`src/rtl/reg_value_fwd_pkg.sv`:
```
// Shared constants for the MEM-stage store-data forwarding selector.
package reg_value_fwd_pkg;
    localparam int FWD_DATA_W = 32;
    localparam int FWD_REG_W  = 5;
    localparam int FWD_CNT_W  = 32;
    // Register 0 is hard-wired zero and never takes forwarded data
    localparam int ZERO_REG   = 0;
endpackage

```
`src/rtl/reg_value_fwd_if.sv`:
```
// Operand/bypass bundle between the pipeline (master) and the forwarding selector (slave).
interface reg_value_fwd_if #(
    parameter int DATA_W = 32,
    parameter int REG_W  = 5
);
    logic [REG_W-1:0]  ReadRegister1;
    logic [DATA_W-1:0] RegisterData1;
    logic [REG_W-1:0]  WriteRegister1stPri1;
    logic [DATA_W-1:0] WriteData1stPri1;
    logic              Valid1stPri1;
    logic [DATA_W-1:0] Output1;
    logic              fwd_hit;

    modport master (
        output ReadRegister1, RegisterData1, WriteRegister1stPri1,
               WriteData1stPri1, Valid1stPri1,
        input  Output1, fwd_hit
    );
    modport slave (
        input  ReadRegister1, RegisterData1, WriteRegister1stPri1,
               WriteData1stPri1, Valid1stPri1,
        output Output1, fwd_hit
    );
endinterface

```
`src/rtl/reg_value_fwd_sat_counter.sv`:
```
// Saturating event counter; holds at all-ones instead of wrapping.
module fwd_sat_counter #(
    parameter int CNT_W = 32
) (
    input  logic             CLK,
    input  logic             RESET,
    input  logic             i_inc,
    output logic [CNT_W-1:0] o_count
);
    logic [CNT_W-1:0] r_count;

    always_ff @(posedge CLK or negedge RESET) begin
        if (!RESET)
            r_count <= '0;
        else if (i_inc && (r_count != '1))
            r_count <= r_count + 1'b1;
    end

    assign o_count = r_count;
endmodule

```
`src/rtl/reg_value_fwd.sv`:
```
// Store-data bypass: picks the in-flight write data over the register value on a
// live, non-zero index match. Cascade instances to build longer priority chains.
module reg_value_fwd
    import reg_value_fwd_pkg::*;
#(
    parameter int DATA_W = FWD_DATA_W,
    parameter int REG_W  = FWD_REG_W,
    parameter int CNT_W  = FWD_CNT_W
) (
    input  logic               CLK,
    input  logic               RESET,
    input  logic               comment,
    reg_value_fwd_if.slave     bus,
    output logic [CNT_W-1:0]   fwd_count,
    output logic               fwd_hit_q
);
    logic w_hit;
    logic r_hit_q;

    // Pure combinational path: no dependence on CLK or RESET
    assign w_hit = bus.Valid1stPri1
                && (bus.WriteRegister1stPri1 == bus.ReadRegister1)
                && (bus.ReadRegister1 != REG_W'(ZERO_REG));

    assign bus.Output1 = w_hit ? bus.WriteData1stPri1 : bus.RegisterData1;
    assign bus.fwd_hit = w_hit;

    always_ff @(posedge CLK or negedge RESET) begin
        if (!RESET)
            r_hit_q <= 1'b0;
        else
            r_hit_q <= w_hit;
    end

    assign fwd_hit_q = r_hit_q;

    fwd_sat_counter #(.CNT_W(CNT_W)) u_cnt (
        .CLK     (CLK),
        .RESET   (RESET),
        .i_inc   (w_hit),
        .o_count (fwd_count)
    );

`ifndef SYNTHESIS
    always @(posedge CLK) begin
        if (comment && w_hit)
            $display("reg_value_fwd trace: read r%0d -> 0x%h", bus.ReadRegister1, bus.Output1);
    end
`endif
endmodule

```
`src/flat_wrapper.sv`:
```
// flat-port wrapper written by rule: the top's interface ports become plain ports
module reg_value_fwd_flat import reg_value_fwd_pkg::*;
#(
    parameter int DATA_W = FWD_DATA_W,
    parameter int REG_W  = FWD_REG_W,
    parameter int CNT_W  = FWD_CNT_W
)
  (CLK, RESET, comment, fwd_count, fwd_hit_q, bus_ReadRegister1, bus_RegisterData1, bus_WriteRegister1stPri1, bus_WriteData1stPri1, bus_Valid1stPri1, bus_Output1, bus_fwd_hit);
  reg_value_fwd_if #(.DATA_W(DATA_W), .REG_W(REG_W)) bus_i ();
  input  logic CLK;
  input  logic RESET;
  input  logic comment;
  output logic [CNT_W-1:0] fwd_count;
  output logic fwd_hit_q;
  input wire logic [$bits(bus_i.ReadRegister1)-1:0] bus_ReadRegister1;
  input wire logic [$bits(bus_i.RegisterData1)-1:0] bus_RegisterData1;
  input wire logic [$bits(bus_i.WriteRegister1stPri1)-1:0] bus_WriteRegister1stPri1;
  input wire logic [$bits(bus_i.WriteData1stPri1)-1:0] bus_WriteData1stPri1;
  input wire logic [$bits(bus_i.Valid1stPri1)-1:0] bus_Valid1stPri1;
  output wire logic [$bits(bus_i.Output1)-1:0] bus_Output1;
  output wire logic [$bits(bus_i.fwd_hit)-1:0] bus_fwd_hit;
  assign bus_i.ReadRegister1 = bus_ReadRegister1;
  assign bus_i.RegisterData1 = bus_RegisterData1;
  assign bus_i.WriteRegister1stPri1 = bus_WriteRegister1stPri1;
  assign bus_i.WriteData1stPri1 = bus_WriteData1stPri1;
  assign bus_i.Valid1stPri1 = bus_Valid1stPri1;
  assign bus_Output1 = bus_i.Output1;
  assign bus_fwd_hit = bus_i.fwd_hit;
  reg_value_fwd #(.DATA_W(DATA_W), .REG_W(REG_W), .CNT_W(CNT_W)) u_core (.CLK(CLK), .RESET(RESET), .comment(comment), .bus(bus_i), .fwd_count(fwd_count), .fwd_hit_q(fwd_hit_q));
endmodule
```
`config.mk`:
```
export PLATFORM = sky130hd
export DESIGN_NAME = reg_value_fwd_flat
export DESIGN_NICKNAME = d
export VERILOG_FILES = /design/src/rtl/reg_value_fwd_pkg.sv /design/src/rtl/reg_value_fwd_if.sv /design/src/rtl/reg_value_fwd_sat_counter.sv /design/src/rtl/reg_value_fwd.sv /design/src/flat_wrapper.sv
export SDC_FILE = /design/constraint.sdc
export NUM_CORES = 1
export LEC_CHECK = 0
export CORE_UTILIZATION = 32
export DETAILED_ROUTE_END_ITERATION = 16
export HOLD_SLACK_MARGIN = 0.06
export PLACE_DENSITY = 0.77
export SLEW_MARGIN = 20
export SYNTH_ARGS = -nofsm -noshare
export SYNTH_HDL_FRONTEND = slang
export SYNTH_SLANG_ARGS = --single-unit
```
`constraint.sdc`:
```
create_clock -name CLK -period 3.45 [get_ports CLK]
set_clock_uncertainty 0.2 [all_clocks]
set_input_delay 1.035 -clock CLK [delete_from_list [all_inputs] [get_ports CLK]]
set_output_delay 1.035 -clock CLK [all_outputs]
set_load 0.01 [all_outputs]
```
# After elaboration in Yosys (flattened, before gate mapping)
# Index checks and enable logic that the tools add are counted.
# W data, S select, Z words.
[word_totals]
register_bits = 33
latch_bits = 0
ramBits = 0
mem_bits_ro = 0
output_inout_bits = 66
elab_cells = 10
memories = 0
[classes]
n_addsub = 1
multipliers = 0
div_mod_pow = 0
magnitude_cmp = 0
n_eq_ne = 2
n_shift = 0
mux = 1
bitwise_logic = 0
n_reduce_logical = 4
[ops]
columns = ["operator", "count"]
rows = [
  ["$add A32 B1 Y32 const B", 1],
  ["$mux W32", 1],
  ["$ne A32 B32 Y1 const B", 1],
  ["$eq A5 B5 Y1", 1],
  ["$reduce_bool A5 Y1", 1],
  ["$logic_and A1 B1 Y1", 3],
]

# Longest topological paths before layout
[depth]
word_depth = 4
depth_mapped = 8

# Hierarchy
# A second synthesis with hierarchy kept.
[unflattened]
hier_cells = 200
area_unflattened_um2 = 2274.7
[by_module_without_submodules]
columns = ["module", "n_inst", "cells_per_inst", "area_per_inst_um2"]
rows = [
  ["fwd_sat_counter", 1, 151, 1624.1],
  ["reg_value_fwd", 1, 49, 650.6],
]

# Least setup slack after synthesis
# Ideal clock, no wire load.
[synth_path]
kind = "in2out"
start = "in bus_ReadRegister1[0]"
end = "out bus_Output1[7]"
arrival_time_ns = 2.398
slack_ns = -0.183
stages = 5
n_path_buf = 1
cell_sequence = "or4_1 > a21oi_1 > nor3_2 > buf_2 > mux2_1"
[synth_between]
elab_chain_cells = 4
word_cells_on_any_way = 5
[synth_rtl]
columns = ["item", "line_no", "rtl"]
rows = [
  ["start, declared", "flat_wrapper.sv:15", "input wire logic [$bits(bus_i.ReadRegister1)-1:0] bus_ReadRegister1;"],
  ["$eq A5 B5 Y1", "reg_value_fwd.sv:22", "&& (bus.WriteRegister1stPri1 == bus.ReadRegister1)"],
  ["$logic_and A1 B1 Y1", "reg_value_fwd.sv:22", ""],
  ["$logic_and A1 B1 Y1 (*)", "reg_value_fwd.sv:23", "&& (bus.ReadRegister1 != REG_W'(ZERO_REG));"],
  ["$mux W32 (*)", "reg_value_fwd.sv:25", "assign bus.Output1 = w_hit ? bus.WriteData1stPri1 : bus.RegisterData1;"],
  ["end, declared", "flat_wrapper.sv:20", "output wire logic [$bits(bus_i.Output1)-1:0] bus_Output1;"],
]
# Every way passes the cells marked *; elsewhere a longest branch is shown, timed or not.

# Final worst setup path
[layout_path]
start = "in bus_ReadRegister1[3]"
end = "out bus_Output1[3]"
# Same word-level chain as after synthesis.

==> impl_results.md <==
* Outcome: finished with violations
* Violated checks: negative setup slack
* Final wirelength at 7.35 mm
* Share of total power in combinational logic at 26.9%
* Final cell utilization of the core at 67.6%
* Root Driver: sky130_fd_sc_hd__clkbuf_8
* Power Internal at 0.764 mW
* Maximum count of clock buffers along a single path at 2
* H-Tree Depth at 2
* Number of CTS-inserted buffers at 5
* Start-to-end type of the worst setup path: input pin to output pin
* Final Net Count at 442
* Count of nets left with antenna violations after detail routing at 0
* CP Data Arrival Time at 2.65 ns
* NetSw at 0.245 mW
* RSZ-0062 raised after global routing: yes
* Final number of hold-violating endpoints at 0
* Final routed DRC violation total at 0
* Buffers added on ports at 142
* Skew-Pair Late Insertion Delay at 0.29 ns
* Final count of negative-setup-slack endpoints at 33
* Number of antenna diodes at 0
* Placeable core region at 6100 sq um
* Clock slew seen by the registers of the worst setup and hold paths at 0.07 ns
* Register area share after synthesis at 39.8%
* Total global routing track utilization at 19.5%
* Synthesis-stage register bit count at 33
* Leakage Power at 1.74 nW
* Count of distinct cell types in the synthesized netlist at 31
* Synthesized area divided by synthesized cell count at 10.7 sq um
* Via count at 2239
* GRT Residual Overflow at 0
* Cts hold-fix bufs at 0
* Clock net sink count at 33
* Power density of the placed cells at 245 nW/um^2
* Antenna violations before repair at 0
* Detail-routed net length per standard cell at 16.7 microns
* Wire length of the first global-routing pass at 9.86 mm
* Net Count, Synth at 274
* Via count of the first global-routing pass at 2084
* Largest fanout on the critical path at 5
* CP startpoint kind: input pin
* Die area at 6820 sq um
* Crit path capture type: output pin
* Max-cap viol count at 0
* Std-Cell Rows at 28
* Share of the cycle needed by the critical path after routing at 112%
* Filler Cell Count at 477
* Starting Density at 34.1%
* Net switching fraction of the power at 24.3%
* Path type of the worst min-delay path: flop to flop
* Clock tree from TritonCTS: done
* Synthesized netlist cell count at 195
* Worst Slack Setup Final at -0.431 ns
* Post-Layout Cell Count at 439
* Final Wtd Congestion at 0.758
* Number of max-slew violations in the final report at 0
* Largest net degree at the start of global routing at 34
* Post-Place Cells at 415
* Transition at the pin with the smallest max-transition slack at 0.476 ns
* Total I/O pin count at 144
* Req. time, crit path at 2.21 ns
* Portion of total power attributed to sequential cells at 40.6%
* Post-synthesis instance area at 2080 sq um
* Detailed router's first-iteration violation count at 65
* Min cycle time layout at 3.88 ns
* First drt pass iteration count at 4
* Total number of yosys warnings at 0
* Number of vias per cell at 5.10
* Share of total power in the clock network at 32.4%
* Dpl hpwl at 5.19 mm
* Fraction of final layout cells with drive strength greater than 1 at 35.2%
* Die height at 82.6 microns
* Upper clock frequency limit at 258 MHz
* Max-slew headroom at 68.1%
* Layout area overhead at 98.3%
* Width of the chip at 82.6 microns
* Highest ir drop seen on vdd at 0.000224 V
worst paths after layout:
kind                       slack [ns]                    start  cells past startpoint                        to
setup / recovery                -0.43     bus_ReadRegister1[3]                      8            bus_Output1[3]
hold / removal                   0.29  u_core.u_cnt.o_count[7]                      1   u_core.u_cnt.o_count[7]
setup reg to reg                 1.09  u_core.u_cnt.o_count[0]                      7   u_core.u_cnt.o_count[1]
hold reg to reg                  0.29  u_core.u_cnt.o_count[7]                      1   u_core.u_cnt.o_count[7]
max in group asynchronous        1.79                    RESET                      2   u_core.u_cnt.o_count[0]
min in group asynchronous        0.94                    RESET                      2  u_core.u_cnt.o_count[31]
worst max-delay path, stage by stage:
cell and delay [ns]:
sky130_fd_sc_hd__buf_6 0.10, sky130_fd_sc_hd__or4_4 0.54, sky130_fd_sc_hd__a21oi_4 0.18, sky130_fd_sc_hd__nor3_4 0.09
sky130_fd_sc_hd__buf_6 0.13, sky130_fd_sc_hd__clkbuf_16 0.15, sky130_fd_sc_hd__mux2_4 0.31, sky130_fd_sc_hd__buf_6 0.12
placed cells by master (no fill, tap or decap), types with 7 or more instances in the layout:
cell                              count
sky130_fd_sc_hd__nand3_1             17
sky130_fd_sc_hd__mux2_4              18
sky130_fd_sc_hd__xnor2_1             30
sky130_fd_sc_hd__nand4_1             19
sky130_fd_sc_hd__buf_6               32
sky130_fd_sc_hd__buf_4               17
sky130_fd_sc_hd__clkbuf_8             7
sky130_fd_sc_hd__clkdlybuf4s50_1     98
sky130_fd_sc_hd__dfrtp_1             33
sky130_fd_sc_hd__mux2_2              14
sky130_fd_sc_hd__nand2_1              9
metrics by stage:
stage / hold slack [ns] / area (sq um) / setup slack [ns] / setup TNS, ns / total power [mW]
floorplan: 0.319 / 2120 / -0.0694 / -1.59 / 0.484
global placement: 0.283 / 3690 / -1.06 / -33.60 / 0.653
detailed placement: 0.284 / 3690 / -1.11 / -35.03 / 0.659
CTS: 0.300 / 3890 / -0.456 / -13.59 / 0.986
global route: 0.327 / 4120 / -0.500 / -14.58 / 1.05
finish: 0.291 / 4120 / -0.431 / -12.73 / 1.01
kinds of logic (layout without fill, tap and decap cells):
kind of cell	after synthesis	after routing	synth area share (%)
AOI/OAI and AO/OA	6	6	2.23
xor gates and xnor gates	34	34	14.3
adders and majority gates	1	1	0.602
buffers and inverters	10	179	2.29
DFF	33	33	39.8
muxes	33	33	17.9
and+or+nand+nor	78	78	22.9
repair_timing:
| action | CTS | global route |
|---|---|---|
| buffers inserted | 8 | 3 |
| pin swaps | 7 | 6 |
| gates resized for setup | 178 | 49 |
| setup endpoints to repair | 33 | 33 |
| cloned | 3 | 2 |
| endpoints found under the hold margin | 0 | 0 |
power by group through the flow:
stage | Sequential [mW] | Clock [mW] | Combinational, mW
6_report | 0.410 | 0.327 | 0.272
4_1_cts | 0.410 | 0.331 | 0.244
3_5_place_dp | 0.417 | 0 | 0.242
3_3_place_gp | 0.416 | 0 | 0.237
5_1_grt | 0.412 | 0.352 | 0.289
2_1_floorplan | 0.420 | 0 | 0.0640
per-layer routing:
| layer | GRT usage (%) | vias to the layer above | share of wire [%] |
|---|---|---|---|
| li1 | - | 1067 | - |
| met1 | 20.6 | 1078 | 36 |
| met2 | 37.2 | 83 | 54 |
| met3 | 4.51 | 11 | 9.3 |
| met4 | 7.41 | 0 | 1.3 |
| met5 | 0 | - | 0 |
cell type report:
cell class | instances | area (sq um) | area share (%)
inverter | 1 | 3.75 | 0.0911
clock buffer | 7 | 96.3 | 2.34
clock inverter | 1 | 5.00 | 0.122
sequential | 33 | 826 | 20.0
timing repair buffer | 170 | 1760 | 42.7
multi-input combinational | 152 | 1340 | 32.4
tap | 75 | 93.8 | 2.28
synth_stat cells (all sizes together):
library cell,count,area share [%]
a21oi,2,0.48
ha,1,0.60
a2111oi,2,0.96
dfrtp,33,40
nor3,5,1.7
and2,2,0.60
nor2,5,1.0
nand3b,1,0.54
and3,8,2.5
inv,1,0.18
nand4b,1,0.42
nand3,19,4.8
nor4,3,1.6
mux2,33,18
clkbuf,1,0.18
or4,1,0.36
and4,2,0.84
nand4,20,6.3
xnor2,34,14
buf,8,1.9
nand2,10,1.8
or3,1,0.30
a41oi,1,0.42
a211oi,1,0.36
flip-flops by register name, indices dropped and copies added (netlist names):
register and count:
u_core.fwd_hit_q 1, u_core.u_cnt.o_count 32
No activity file was read; power rests on OpenSTA's default activity.
